==> config.mk <==
export PLATFORM = sky130hd
export DESIGN_NAME = wb_arbiter_flat
export DESIGN_NICKNAME = d
export VERILOG_FILES = /design/src/rtl/wb_pkg.sv /design/src/rtl/wb_arbiter_if.sv /design/src/rtl/wb_fifo.sv /design/src/rtl/wb_arbiter.sv /design/src/flat_wrapper.sv
export SDC_FILE = /design/constraint.sdc
export NUM_CORES = 1
export LEC_CHECK = 0
export ABC_AREA = 1
export ABC_CLOCK_PERIOD_IN_PS = 2250
export CELL_PAD_IN_SITES_DETAIL_PLACEMENT = 1
export CELL_PAD_IN_SITES_GLOBAL_PLACEMENT = 1
export CORE_MARGIN = 5
export CORE_UTILIZATION = 30
export DETAILED_ROUTE_END_ITERATION = 12
export PLACE_DENSITY_LB_ADDON = 0.15
export RECOVER_POWER = 50
export SETUP_SLACK_MARGIN = 0.05
export SLEW_MARGIN = 30
export SYNTH_ARGS = -nofsm -noshare
export SYNTH_HDL_FRONTEND = slang
export SYNTH_SLANG_ARGS = --single-unit
export TNS_END_PERCENT = 30
==> constraint.sdc <==
create_clock -name clk -period 2.25 [get_ports clk]
set_clock_uncertainty 0.15 [all_clocks]
set_input_delay 0.45 -clock clk [delete_from_list [all_inputs] [get_ports clk]]
set_output_delay 0.45 -clock clk [all_outputs]
set_load 0.01 [all_outputs]
==> src/rtl/wb_pkg.sv <==
// Shared widths and the write-request record used by the writeback arbiter
// and its load-result FIFO.
package wb_pkg;

  localparam int DATA_W = 16;
  localparam int ADDR_W = 4;

  typedef struct packed {
    logic [ADDR_W-1:0] addr;
    logic [DATA_W-1:0] data;
  } wb_req_t;

endpackage : wb_pkg

==> src/rtl/wb_arbiter_if.sv <==
// Producer handshakes, register-file write port and read-port signals of the
// writeback arbiter. The slave modport is the arbiter side.
interface wb_arbiter_if;
  import wb_pkg::*;

  logic              aluValid;
  logic              aluReady;
  logic [ADDR_W-1:0] aluAddr;
  logic [DATA_W-1:0] aluData;

  logic              memValid;
  logic              memReady;
  logic [ADDR_W-1:0] memAddr;
  logic [DATA_W-1:0] memData;

  logic              writeEnable;
  logic [ADDR_W-1:0] writeAddr;
  logic [DATA_W-1:0] writeData;

  logic [ADDR_W-1:0] readAddr1;
  logic [ADDR_W-1:0] readAddr2;
  logic [DATA_W-1:0] rfData1;
  logic [DATA_W-1:0] rfData2;
  logic [DATA_W-1:0] readData1;
  logic [DATA_W-1:0] readData2;

  modport slave (
    input  aluValid, aluAddr, aluData,
    input  memValid, memAddr, memData,
    input  readAddr1, readAddr2, rfData1, rfData2,
    output aluReady, memReady,
    output writeEnable, writeAddr, writeData,
    output readData1, readData2
  );

  modport master (
    output aluValid, aluAddr, aluData,
    output memValid, memAddr, memData,
    output readAddr1, readAddr2, rfData1, rfData2,
    input  aluReady, memReady,
    input  writeEnable, writeAddr, writeData,
    input  readData1, readData2
  );

endinterface : wb_arbiter_if

==> src/rtl/wb_fifo.sv <==
// Synchronous FIFO of write requests; DEPTH must be a power of two so the
// pointers wrap naturally. Push when full and pop when empty are ignored.
module wb_fifo
  import wb_pkg::*;
#(
  parameter int DEPTH = 2
) (
  input  logic    clk,
  input  logic    rst_n,
  input  logic    push,
  input  wb_req_t push_data,
  input  logic    pop,
  output wb_req_t pop_data,
  output logic    full,
  output logic    empty
);

  localparam int PTR_W = (DEPTH > 1) ? $clog2(DEPTH) : 1;
  localparam int CNT_W = $clog2(DEPTH + 1);

  wb_req_t            mem_q [DEPTH];
  wb_req_t            mem_d [DEPTH];
  logic [PTR_W-1:0]   wr_ptr_q, wr_ptr_d;
  logic [PTR_W-1:0]   rd_ptr_q, rd_ptr_d;
  logic [CNT_W-1:0]   count_q, count_d;
  logic               do_push_s;
  logic               do_pop_s;

  assign full     = (count_q == CNT_W'(DEPTH));
  assign empty    = (count_q == {CNT_W{1'b0}});
  assign pop_data = mem_q[rd_ptr_q];

  always_comb begin
    do_push_s = push && !full;
    do_pop_s  = pop && !empty;
    mem_d     = mem_q;
    wr_ptr_d  = wr_ptr_q;
    rd_ptr_d  = rd_ptr_q;
    count_d   = count_q;
    if (do_push_s) begin
      mem_d[wr_ptr_q] = push_data;
      wr_ptr_d        = wr_ptr_q + PTR_W'(1);
    end else begin
      wr_ptr_d = wr_ptr_q;
    end
    if (do_pop_s) begin
      rd_ptr_d = rd_ptr_q + PTR_W'(1);
    end else begin
      rd_ptr_d = rd_ptr_q;
    end
    // Simultaneous push and pop leaves the occupancy unchanged.
    case ({do_push_s, do_pop_s})
      2'b10:   count_d = count_q + CNT_W'(1);
      2'b01:   count_d = count_q - CNT_W'(1);
      default: count_d = count_q;
    endcase
  end

  always_ff @(posedge clk or negedge rst_n) begin
    if (!rst_n) begin
      for (int i = 0; i < DEPTH; i++) begin
        mem_q[i] <= '0;
      end
      wr_ptr_q <= {PTR_W{1'b0}};
      rd_ptr_q <= {PTR_W{1'b0}};
      count_q  <= {CNT_W{1'b0}};
    end else begin
      mem_q    <= mem_d;
      wr_ptr_q <= wr_ptr_d;
      rd_ptr_q <= rd_ptr_d;
      count_q  <= count_d;
    end
  end

endmodule : wb_fifo

==> src/rtl/wb_arbiter.sv <==
// Writeback arbiter: ALU results bypass the queue, load results are buffered,
// one registered write per cycle. Define WB_BYPASS_EN for read-port forwarding.
module wb_arbiter
  import wb_pkg::*;
#(
  parameter int MEM_FIFO_DEPTH = 2
) (
  input  logic   clk,
  input  logic   rst_n,
  wb_arbiter_if.slave bus
);

  wb_req_t fifo_head_s;
  wb_req_t push_req_s;
  logic    fifo_full_s;
  logic    fifo_empty_s;
  logic    push_s;
  logic    pop_s;
  logic    alu_win_s;

  logic    we_q, we_d;
  wb_req_t req_q, req_d;

  wb_fifo #(
    .DEPTH (MEM_FIFO_DEPTH)
  ) u_fifo (
    .clk       (clk),
    .rst_n     (rst_n),
    .push      (push_s),
    .push_data (push_req_s),
    .pop       (pop_s),
    .pop_data  (fifo_head_s),
    .full      (fifo_full_s),
    .empty     (fifo_empty_s)
  );

  // A full queue takes the slot so loads cannot be starved by the ALU.
  always_comb begin
    bus.aluReady = !fifo_full_s;
    bus.memReady = !fifo_full_s;
    push_req_s   = '{addr: bus.memAddr, data: bus.memData};
    push_s       = bus.memValid && !fifo_full_s;
    alu_win_s    = bus.aluValid && !fifo_full_s;
    pop_s        = fifo_full_s || (!bus.aluValid && !fifo_empty_s);
    we_d         = alu_win_s || pop_s;
    req_d        = req_q;
    if (alu_win_s) begin
      req_d = '{addr: bus.aluAddr, data: bus.aluData};
    end else if (pop_s) begin
      req_d = fifo_head_s;
    end else begin
      req_d = req_q;
    end
  end

  always_ff @(posedge clk or negedge rst_n) begin
    if (!rst_n) begin
      we_q  <= 1'b0;
      req_q <= '0;
    end else begin
      we_q  <= we_d;
      req_q <= req_d;
    end
  end

  assign bus.writeEnable = we_q;
  assign bus.writeAddr   = req_q.addr;
  assign bus.writeData   = req_q.data;

`ifdef WB_BYPASS_EN
  // Forward the write being committed this cycle onto matching read ports.
  always_comb begin
    if (we_q && (req_q.addr == bus.readAddr1)) begin
      bus.readData1 = req_q.data;
    end else begin
      bus.readData1 = bus.rfData1;
    end
    if (we_q && (req_q.addr == bus.readAddr2)) begin
      bus.readData2 = req_q.data;
    end else begin
      bus.readData2 = bus.rfData2;
    end
  end
`else
  assign bus.readData1 = bus.rfData1;
  assign bus.readData2 = bus.rfData2;
`endif

endmodule : wb_arbiter

==> src/flat_wrapper.sv <==
// flat-port wrapper written by rule: the top's interface ports become plain ports
module wb_arbiter_flat import wb_pkg::*;
#(
  parameter int MEM_FIFO_DEPTH = 2
)
  (clk, rst_n, bus_aluValid, bus_aluAddr, bus_aluData, bus_memValid, bus_memAddr, bus_memData, bus_readAddr1, bus_readAddr2, bus_rfData1, bus_rfData2, bus_aluReady, bus_memReady, bus_writeEnable, bus_writeAddr, bus_writeData, bus_readData1, bus_readData2);
  wb_arbiter_if bus_i ();
  input  logic clk;
  input  logic rst_n;
  input wire logic [$bits(bus_i.aluValid)-1:0] bus_aluValid;
  input wire logic [$bits(bus_i.aluAddr)-1:0] bus_aluAddr;
  input wire logic [$bits(bus_i.aluData)-1:0] bus_aluData;
  input wire logic [$bits(bus_i.memValid)-1:0] bus_memValid;
  input wire logic [$bits(bus_i.memAddr)-1:0] bus_memAddr;
  input wire logic [$bits(bus_i.memData)-1:0] bus_memData;
  input wire logic [$bits(bus_i.readAddr1)-1:0] bus_readAddr1;
  input wire logic [$bits(bus_i.readAddr2)-1:0] bus_readAddr2;
  input wire logic [$bits(bus_i.rfData1)-1:0] bus_rfData1;
  input wire logic [$bits(bus_i.rfData2)-1:0] bus_rfData2;
  output wire logic [$bits(bus_i.aluReady)-1:0] bus_aluReady;
  output wire logic [$bits(bus_i.memReady)-1:0] bus_memReady;
  output wire logic [$bits(bus_i.writeEnable)-1:0] bus_writeEnable;
  output wire logic [$bits(bus_i.writeAddr)-1:0] bus_writeAddr;
  output wire logic [$bits(bus_i.writeData)-1:0] bus_writeData;
  output wire logic [$bits(bus_i.readData1)-1:0] bus_readData1;
  output wire logic [$bits(bus_i.readData2)-1:0] bus_readData2;
  assign bus_i.aluValid = bus_aluValid;
  assign bus_i.aluAddr = bus_aluAddr;
  assign bus_i.aluData = bus_aluData;
  assign bus_i.memValid = bus_memValid;
  assign bus_i.memAddr = bus_memAddr;
  assign bus_i.memData = bus_memData;
  assign bus_i.readAddr1 = bus_readAddr1;
  assign bus_i.readAddr2 = bus_readAddr2;
  assign bus_i.rfData1 = bus_rfData1;
  assign bus_i.rfData2 = bus_rfData2;
  assign bus_aluReady = bus_i.aluReady;
  assign bus_memReady = bus_i.memReady;
  assign bus_writeEnable = bus_i.writeEnable;
  assign bus_writeAddr = bus_i.writeAddr;
  assign bus_writeData = bus_i.writeData;
  assign bus_readData1 = bus_i.readData1;
  assign bus_readData2 = bus_i.readData2;
  wb_arbiter #(.MEM_FIFO_DEPTH(MEM_FIFO_DEPTH)) u_core (.clk(clk), .rst_n(rst_n), .bus(bus_i));
endmodule
* After elaboration in Yosys (flattened, before gate mapping)
Index checks and enable logic that the tools add are counted.
** Word-level totals
- Input bits :: 84
- Output and inout bits :: 55
- Bits in writable memories :: 0
- Register bits :: 65
- Memory bits (read-only) :: 0
- Latch bits :: 0
- Logic and storage cells :: 45
- Memories :: 0
** Cells by class
- Shift-type cells :: 0
- Multipliers :: 0
- Equality and inequality tests :: 3
- Mux-type cells :: 9
- $lt $le $gt $ge :: 3
- Reduce and logical (&&, ||, !) cells :: 14
- Bitwise gates (word level) :: 2
- $add $sub $neg :: 4
- Divide/modulo/power cells :: 0
** Operators with widths (number)
- $mux 20 :: 6
- $bwmux 40 :: 1
- $demux 20 s1 :: 1
- $logic_and 1x1->1 :: 6
- $eq 2x2->1 const B :: 2
- $ge 2x2->1 const B :: 2
- $not 1->2 :: 2
- $pmux 2 s2 :: 1
- $reduce_bool 2->1 :: 2
- $logic_not 1->1 :: 3
- $add 1x1->1 const B :: 2
- $add 2x1->2 const B :: 1
- $eq 2x1->1 const B :: 1
- $logic_not 2->1 :: 1
- $logic_or 1x1->1 :: 2
- $lt 2x1->1 const B :: 1
- $sub 2x1->2 const B :: 1

* Longest topological paths before layout
Gate-level depths: netlist (run 1).
- Depth in word-level cells :: 7
- Mapped depth :: 9

* Hierarchy
Synthesis (run 1) repeated with hierarchy kept, for this count alone.
** Unflattened totals
- Cells, all modules :: 424
- Area total of the unflattened synthesis :: 3423.3 µm²
** Modules (own cells, without submodules)
- wb_fifo :: area an instance 2187.1 µm², cells an instance 273, times used 1, sequential area each 1101.1 µm²
- wb_arbiter :: area an instance 1236.2 µm², cells an instance 151, times used 1, sequential area each 525.5 µm²

* Worst setup path before layout (run 1)
No wires, ideal clock.
- Path type :: register to register
- Start point :: reg u_core.u_fifo.count_q[0]
- End point :: reg u_core.u_fifo.count_q[1]
- Arrival :: 1.383 ns
- Stages on the path, launching flop included :: 9
- Data required time :: 1.983 ns
- Clock period less this slack :: 1.650 ns
- Slack :: 0.600 ns
- Library setup time :: 0.117 ns
- Path buffers :: 1
- Path through :: dfrtp_1 -> inv_2 -> nand2_4 -> buf_4 -> nand2_1 -> ha_1 -> or2_2 -> nand4_1 -> nand2_1
** Between the ends
- Elaborated cells on any way between the ends :: 15
- Classes of those cells :: 2 x add/sub; 3 x eq/ne; 1 x mux; 9 x reduce/logical
** RTL lines
- from (decl) :: line wb_fifo.sv:25 : logic [CNT_W-1:0] count_q, count_d;
- from (signal assigned) :: line wb_fifo.sv:66 : count_q <= {CNT_W{1'b0}};
- from (signal assigned) :: line wb_fifo.sv:71 : count_q <= count_d;
- $eq 2x2->1 * :: line wb_fifo.sv:29 : assign full = (count_q == CNT_W'(DEPTH));
- $logic_not 1->1 *
- net bus_aluReady :: line flat_wrapper.sv:20 : output wire logic [$bits(bus_i.aluReady)-1:0] bus_aluReady;
- $logic_and 1x1->1 :: line wb_arbiter.sv:42 : push_s = bus.memValid && !fifo_full_s;
- $logic_and 1x1->1 * :: line wb_fifo.sv:34 : do_push_s = push && !full;
- $eq 2x1->1 or $eq 2x2->1 (tied branches) :: line wb_fifo.sv:52 : case ({do_push_s, do_pop_s})
- $pmux 2 s2 or $reduce_bool 2->1 (tied branches)
The timed path passes the listed nets; every way through them passes the cells marked *.
A chain may end at the register's enable or synchronous reset.

* Worst setup path after layout (run 1)
- Start point :: reg u_core.u_fifo.count_q[1]
- End point :: out bus_memReady
** Between the ends
- Cells in the longest elaborated chain, start to end :: 2
** RTL lines
- $eq 2x2->1 :: line wb_fifo.sv:29
- $logic_not 1->1 :: line wb_arbiter.sv:40 : bus.memReady = !fifo_full_s;
- to (decl) :: line flat_wrapper.sv:21 : output wire logic [$bits(bus_i.memReady)-1:0] bus_memReady;
No other way between the ends.

==> impl_metrics.ini, run 1 <==
[outcome]
outcome = finished, final reports clean

[yosys]
yosys_register_bits = 65
mappedNetlistArea_sq_um = 3491
synth.area.mux_share_pct = 0
yosys_warnings = 0
syn_nets = 551
synth_compound_area_share_pct = 5.986
syn-mean-instance-area_sq_um = 7.491
synth_sequential_area_ratio_pct = 46.59
synth-adder-area-share_pct = 0.3584
dominant_combinational_cell_family_by_area_after_synthesis = simple AND/OR/NAND/NOR gates
syn-instance-count = 466
yosys.area_share.xor_xnor_pct = 0.5018
synth_cell_types = 21
yosys.area_share.simple_pct = 26.31

[drt]
route.detailed.vias_per_inst = 4.383
detail_route.wl_per_cell_um = 13.69
wl_final_um = 8869
route.vias.total = 2840
detailed_route_drc_error_count = 0
first_pass_iters = 4
residual_antenna_violating_net_count_after_detailed_routing = 0
drt_iter0_drc = 134

[clocking]
cts_setup_buffers = 0
worst_skew_pair.late_latency_ns = 0.33
cts-buffers-inserted = 9
bufs_on_longest_clock_path = 2
cts.reportedPaths.clkPinSlew_ns = 0.05
htree_num_levels = 3
clock_tree_from_tritoncts = yes
cts.sink_count = 65
buffer_cell_driving_the_clock_tree_root = sky130_fd_sc_hd__clkbuf_16

[cells_and_area]
most_frequent_standard_cell_in_the_layout_excluding_fill_and_tap_cells = sky130_fd_sc_hd__nand2_1
post_route_cells_drive_above_1_share_pct = 6.337
antenna_cells = 0
layout_common_cells = 148 x sky130_fd_sc_hd__nand2_1, 84 x sky130_fd_sc_hd__inv_1, 65 x sky130_fd_sc_hd__clkdlybuf4s50_1
area_growth_from_synthesis_to_layout_pct = 24.62
fin_nets = 585

[critical_path]
kind_of_cell_adding_the_most_delay_to_the_critical_path = buffers and inverters
reg2reg_depth = 5
cp-start-kind = flip-flop
slowest_stage = sky130_fd_sc_hd__clkdlybuf4s50_1
worstPathCellList = nand2_8, clkdlybuf4s50_1
critical_path.n_buffers_inverters = 1
crit_path_max_fanout = 19
worst-setup-path-type = flip-flop to primary output
endpoint_kind = primary output
cp_data_required_time_ns = 1.65
arrival_time_of_the_worst_setup_path_ns = 1.54
slowest_delay_ns = 0.57
crit-reg2reg-capture = u_core.u_fifo.mem_q[23]
cp.depth = 2
timing.reg2reg.setup_slack_ns = 0.36
launching_point_of_the_worst_reg2reg_path = u_core.u_fifo.count_q[0]

[placement]
routabilityCongestion = 0.7585
portBuffers = 66
place.detailed.hpwl_um = 6176

[worst_hold_path]
worst_hold_path_type = flip-flop to flip-flop
min-delay-start = u_core.u_fifo.mem_q[36]
min_to = u_core.u_fifo.mem_q[36]
worst_hold_path.num_cells = 2

[timing]
finalHoldWorstSlack_ns = 0.3350
worst-slew-pin-transition_ns = 1.088
fin_crit_sh_pct = 95.17
timing.max_slew.rel_slack_pct = 27.43
timing.final.hold_violations = 0
fmax_mhz = 467.0
number_of_slew_limit_violations_in_the_final_report = 0
finalSetupViolations = 0
grt_setup_unrepaired = false
final.min_clock_period_ns = 2.141
finalSetupTns_ns = 0

[floorplan]
fp.dieArea_sq_um = 13890
floorplan.rows = 39
initial_core_util_pct = 30.57
dieHeight_um = 117.9
die_width_um = 117.9
core-area_sq_um = 11420
ios = 139

[power]
p_leak_nw = 2.296
power_per_cell_area_nw_per_um2 = 1404
ir_drop_mv = 0.4762

[global_route]
antenna_found_initial = 0
globalRouteOverflowTotal = 0
grt_pass1_wl_um = 15130
largest_net_degree_at_the_start_of_global_routing = 49
vias_in_the_first_global_route = 3068
grt_usage_pct = 13.46

[job]
cap_viol_max_count = 0
[synth_stat cells, drive strengths merged]
cell / instances / area, sq um
xnor2: 1 / 8.760
xor2: 1 / 8.760
dfrtp: 65 / 1627
nand4: 1 / 6.260
nand3: 62 / 315.3
buf: 51 / 365.3
nand3b: 1 / 20.02
o21ai: 41 / 209.0
ha: 1 / 12.51
clkbuf: 6 / 22.52
nand2: 149 / 566.8
inv: 85 / 319.1
nor2: 1 / 3.750
or2: 1 / 6.260
[tightest hold or removal path, delay by kind of cell, from the launching register on]
family	cells	cell delay (ns)
AO/OA/AOI/OAI	1	0.06
flip-flops	1	0.34
AND/OR/NAND/NOR	1	0.05
[sequential cells by signal, summed over array words and instances, names as in the netlist]
signal and cells:
u_core.u_fifo.mem_q 40, u_core.bus.writeData 16, u_core.u_fifo.count_q 2, u_core.bus.writeAddr 4, u_core.u_fifo.wr_ptr_q 1, u_core.bus.writeEnable 1
u_core.u_fifo.rd_ptr_q 1
[cell families (layout without fill, tap and decap cells)]
family | Yosys count | in the layout
AND/OR/NAND/NOR | 215 | 215
buffers and inverters | 142 | 181
adder cells (fa/ha/maj) | 1 | 1
AO/OA/AOI/OAI | 41 | 41
flip-flops | 65 | 65
XOR/XNOR | 2 | 2
[area by class of cell]
type,count,area (sq um)
Clock buffer,13,250.2
Clock inverter,3,40.04
Fill cell,1432,7068
Inverter,85,319.1
Multi-Input combinational cell,259,1162
Sequential cell,65,1628
Tap cell,143,178.9
Timing Repair Buffer,80,772.0
[through the flow]
step / util, % / setup WS [ns] / cell area, sq um / instances / total power [mW]
2_1_floorplan: - / 0.5996 / 3491 / 466 / 3.812
3_3_place_gp: 35.56 / 0.2094 / 4060 / 631 / 4.724
3_5_place_dp: 35.56 / 0.1471 / 4060 / 631 / 4.818
4_1_cts: 38.26 / 0.06247 / 4369 / 648 / 6.263
5_1_grt: 38.10 / 0.05134 / 4350 / 648 / 6.677
6_report: 38.10 / 0.1087 / 4350 / 648 / 6.106
[power breakdown]
group          internal, mW  total [mW]  switching, mW
logic                  1.13        2.66           1.53
clock network         0.884        1.36          0.479
registers              1.75        2.08          0.331
total                  3.77        6.11           2.34
[layer usage]
metal,vias to the layer above,GRT usage [%],wire length [um]
met5,-,0,0
li1,1444,-,-
met2,58,21.68,4290
met4,0,6.523,138
met1,1318,16.82,4052
met3,20,3.364,388
[worst max path at each step]
stage | endpoint | startpoint
floorplan | u_core.u_fifo.count_q[1] | u_core.u_fifo.count_q[0]
finish | bus_memReady | u_core.u_fifo.count_q[1]
global route | bus_aluReady | u_core.u_fifo.count_q[0]
CTS | bus_memReady | u_core.u_fifo.count_q[0]
detailed placement | u_core.u_fifo.count_q[1] | bus_memValid
global placement | u_core.u_fifo.count_q[1] | bus_memValid
[repair_timing]
action | in CTS | in global routing
pin swaps | 0 | 1
endpoints found under the setup margin | 2 | 2
endpoints found under the hold margin | 17 | 0
gates resized for setup | 1 | 1
hold buffers | 1 | 0
Power figures use the tool's default switching activity.
==> run 2, diff against run 1 <==
CTS_CLUSTER_SIZE = 14   (was not set)
==> results of run 2 <==
Final layout, timing and power as in run 1 (identical DEF).
==> run 3, diff against run 2 <==
CORE_UTILIZATION = 44   (was 30)
DONT_BUFFER_PORTS = 1   (was not set)
REMOVE_ABC_BUFFERS = 1   (was not set)
==> run 3 against run 2 <==
  * Largest cell class unchanged
  * Flip-flop and latch count stayed put
  * Routed wire length is 8.4% higher
  * Count of clock-buffer cells in the layout is 3 lower
  * Final area is 19% lower
==> impl_metrics.ini, run 3 (same netlist as run 1, synthesis figures left out) <==
[outcome]
outcome = finished, final reports clean

[clocking]
cts_setup_buffers = 0
bufs_on_longest_clock_path = 2
buffer_cell_driving_the_clock_tree_root = sky130_fd_sc_hd__clkbuf_8
htree_num_levels = 3
cts.reportedPaths.clkPinSlew_ns = 0.08
clock_tree_from_tritoncts = yes
cts.sink_count = 65
cts-buffers-inserted = 9
worst_skew_pair.late_latency_ns = 0.34

[cells_and_area]
antenna_cells = 0
fin_nets = 517
most_frequent_standard_cell_in_the_layout_excluding_fill_and_tap_cells = sky130_fd_sc_hd__nand2_1
layout_common_cells = 148 x sky130_fd_sc_hd__nand2_1, 84 x sky130_fd_sc_hd__inv_1, 65 x sky130_fd_sc_hd__dfrtp_1
finalCoreUtilization_pct = 45.73
largest_register_ff_count = 40
regMostFlops = u_core.u_fifo.mem_q
nFillCells = 982
post_route_cells_drive_above_1_share_pct = 7.780
area_growth_from_synthesis_to_layout_pct = 1.219

[placement]
portBuffers = 0
routabilityCongestion = 0.6765
place.detailed.hpwl_um = 6580
dpl_worst_slack_ns = 0.4320

[floorplan]
ios = 139
dieHeight_um = 99.07
fp.dieArea_sq_um = 9815
die_width_um = 99.07
initial_core_util_pct = 45.17
core-area_sq_um = 7727
floorplan.rows = 32

[critical_path]
slowest_delay_ns = 0.44
worstPathCellList = inv_2, nand2_4, buf_4
cp_data_required_time_ns = 1.65
worst-setup-path-type = flip-flop to primary output
slowest_stage = sky130_fd_sc_hd__dfrtp_1
endpoint_kind = primary output
kind_of_cell_adding_the_most_delay_to_the_critical_path = flip-flops
arrival_time_of_the_worst_setup_path_ns = 1.31
cp-start-kind = flip-flop
crit_path_max_fanout = 14
critical_path.n_buffers_inverters = 2

[global_route]
vias_in_the_first_global_route = 2861
grt_pass1_wl_um = 15180
largest_net_degree_at_the_start_of_global_routing = 66
antenna_found_initial = 0
grt_usage_pct = 20.13
globalRouteOverflowTotal = 0

[drt]
route.vias.total = 2705
first_pass_iters = 4
drt_iter0_drc = 99
wl_final_um = 9617
residual_antenna_violating_net_count_after_detailed_routing = 0
route.detailed.vias_per_inst = 5.019
detail_route.wl_per_cell_um = 17.84
detailed_route_drc_error_count = 0

[timing]
final.min_clock_period_ns = 1.912
postLayoutSetupSlackWorst_ns = 0.3384
fmax_mhz = 523.1
finalHoldWorstSlack_ns = 0.1032
grt_setup_unrepaired = false
worst-slew-pin-transition_ns = 0.9156
fin_crit_sh_pct = 84.96
finalSetupViolations = 0
number_of_slew_limit_violations_in_the_final_report = 0
timing.max_slew.rel_slack_pct = 38.96
timing.final.hold_violations = 0
finalSetupTns_ns = 0

[power]
power_per_cell_area_nw_per_um2 = 1484
ir_drop_mv = 0.4206
total_power_consumption_mw = 5.243
p_leak_nw = 1.996

[job]
cap_viol_max_count = 0

[worst_hold_path]
worst_hold_path_type = primary input to flip-flop
run 3: final timing paths:
path                                                 end  cells past startpoint  slack, ns                      from
worst min-delay path             u_core.u_fifo.mem_q[16]                      2       0.10            bus_memAddr[0]
max in group asynchronous         u_core.u_fifo.mem_q[0]                      2       0.68                     rst_n
worst max-delay path                        bus_aluReady                      3       0.34  u_core.u_fifo.count_q[0]
worst min register to register    u_core.u_fifo.mem_q[6]                      2       0.34    u_core.u_fifo.mem_q[6]
min in group asynchronous        u_core.bus.writeData[2]                      2       0.66                     rst_n
worst max register to register  u_core.u_fifo.count_q[1]                      7       0.44  u_core.u_fifo.count_q[0]
run 3: cell type report:
type | count | area (sq um) | area share, %
Inverter | 85 | 319.1 | 9.030
Sequential cell | 65 | 1627 | 46.03
Tap cell | 102 | 127.6 | 3.612
Clock inverter | 6 | 57.56 | 1.629
Multi-Input combinational cell | 259 | 1160 | 32.83
Timing Repair Buffer | 12 | 105.1 | 2.975
Clock buffer | 10 | 137.6 | 3.895
run 3: where the power goes:
part	switching, mW	leakage, nW	internal [mW]	total, mW
registers	0.449	0.789	1.75	2.20
clock network	0.469	0.102	0.534	1.00
logic	1.31	1.11	0.736	2.04
total	2.22	2.00	3.02	5.24
run 3: stage by stage:
step | area, sq um | instances
after detailed placement | 3321 | 521
after global placement | 3321 | 521
final | 3533 | 539
after floorplan | 3103 | 409
after global routing | 3533 | 539
after CTS | 3553 | 539
run 3: routing by layer:
metal  global-route usage, %  vias to the layer above  part of all wire, %
met5                   2.564                        -                    0
li1                        -                     1310                    -
met1                   26.41                     1298                   46
met3                   8.705                       10                  7.5
met4                   5.672                        0                  1.4
met2                   30.11                       87                   45
run 3: timing repair:
item,CTS,global route
hold endpoints to repair,65,0
resized for setup,0,0
hold buffers,2,0
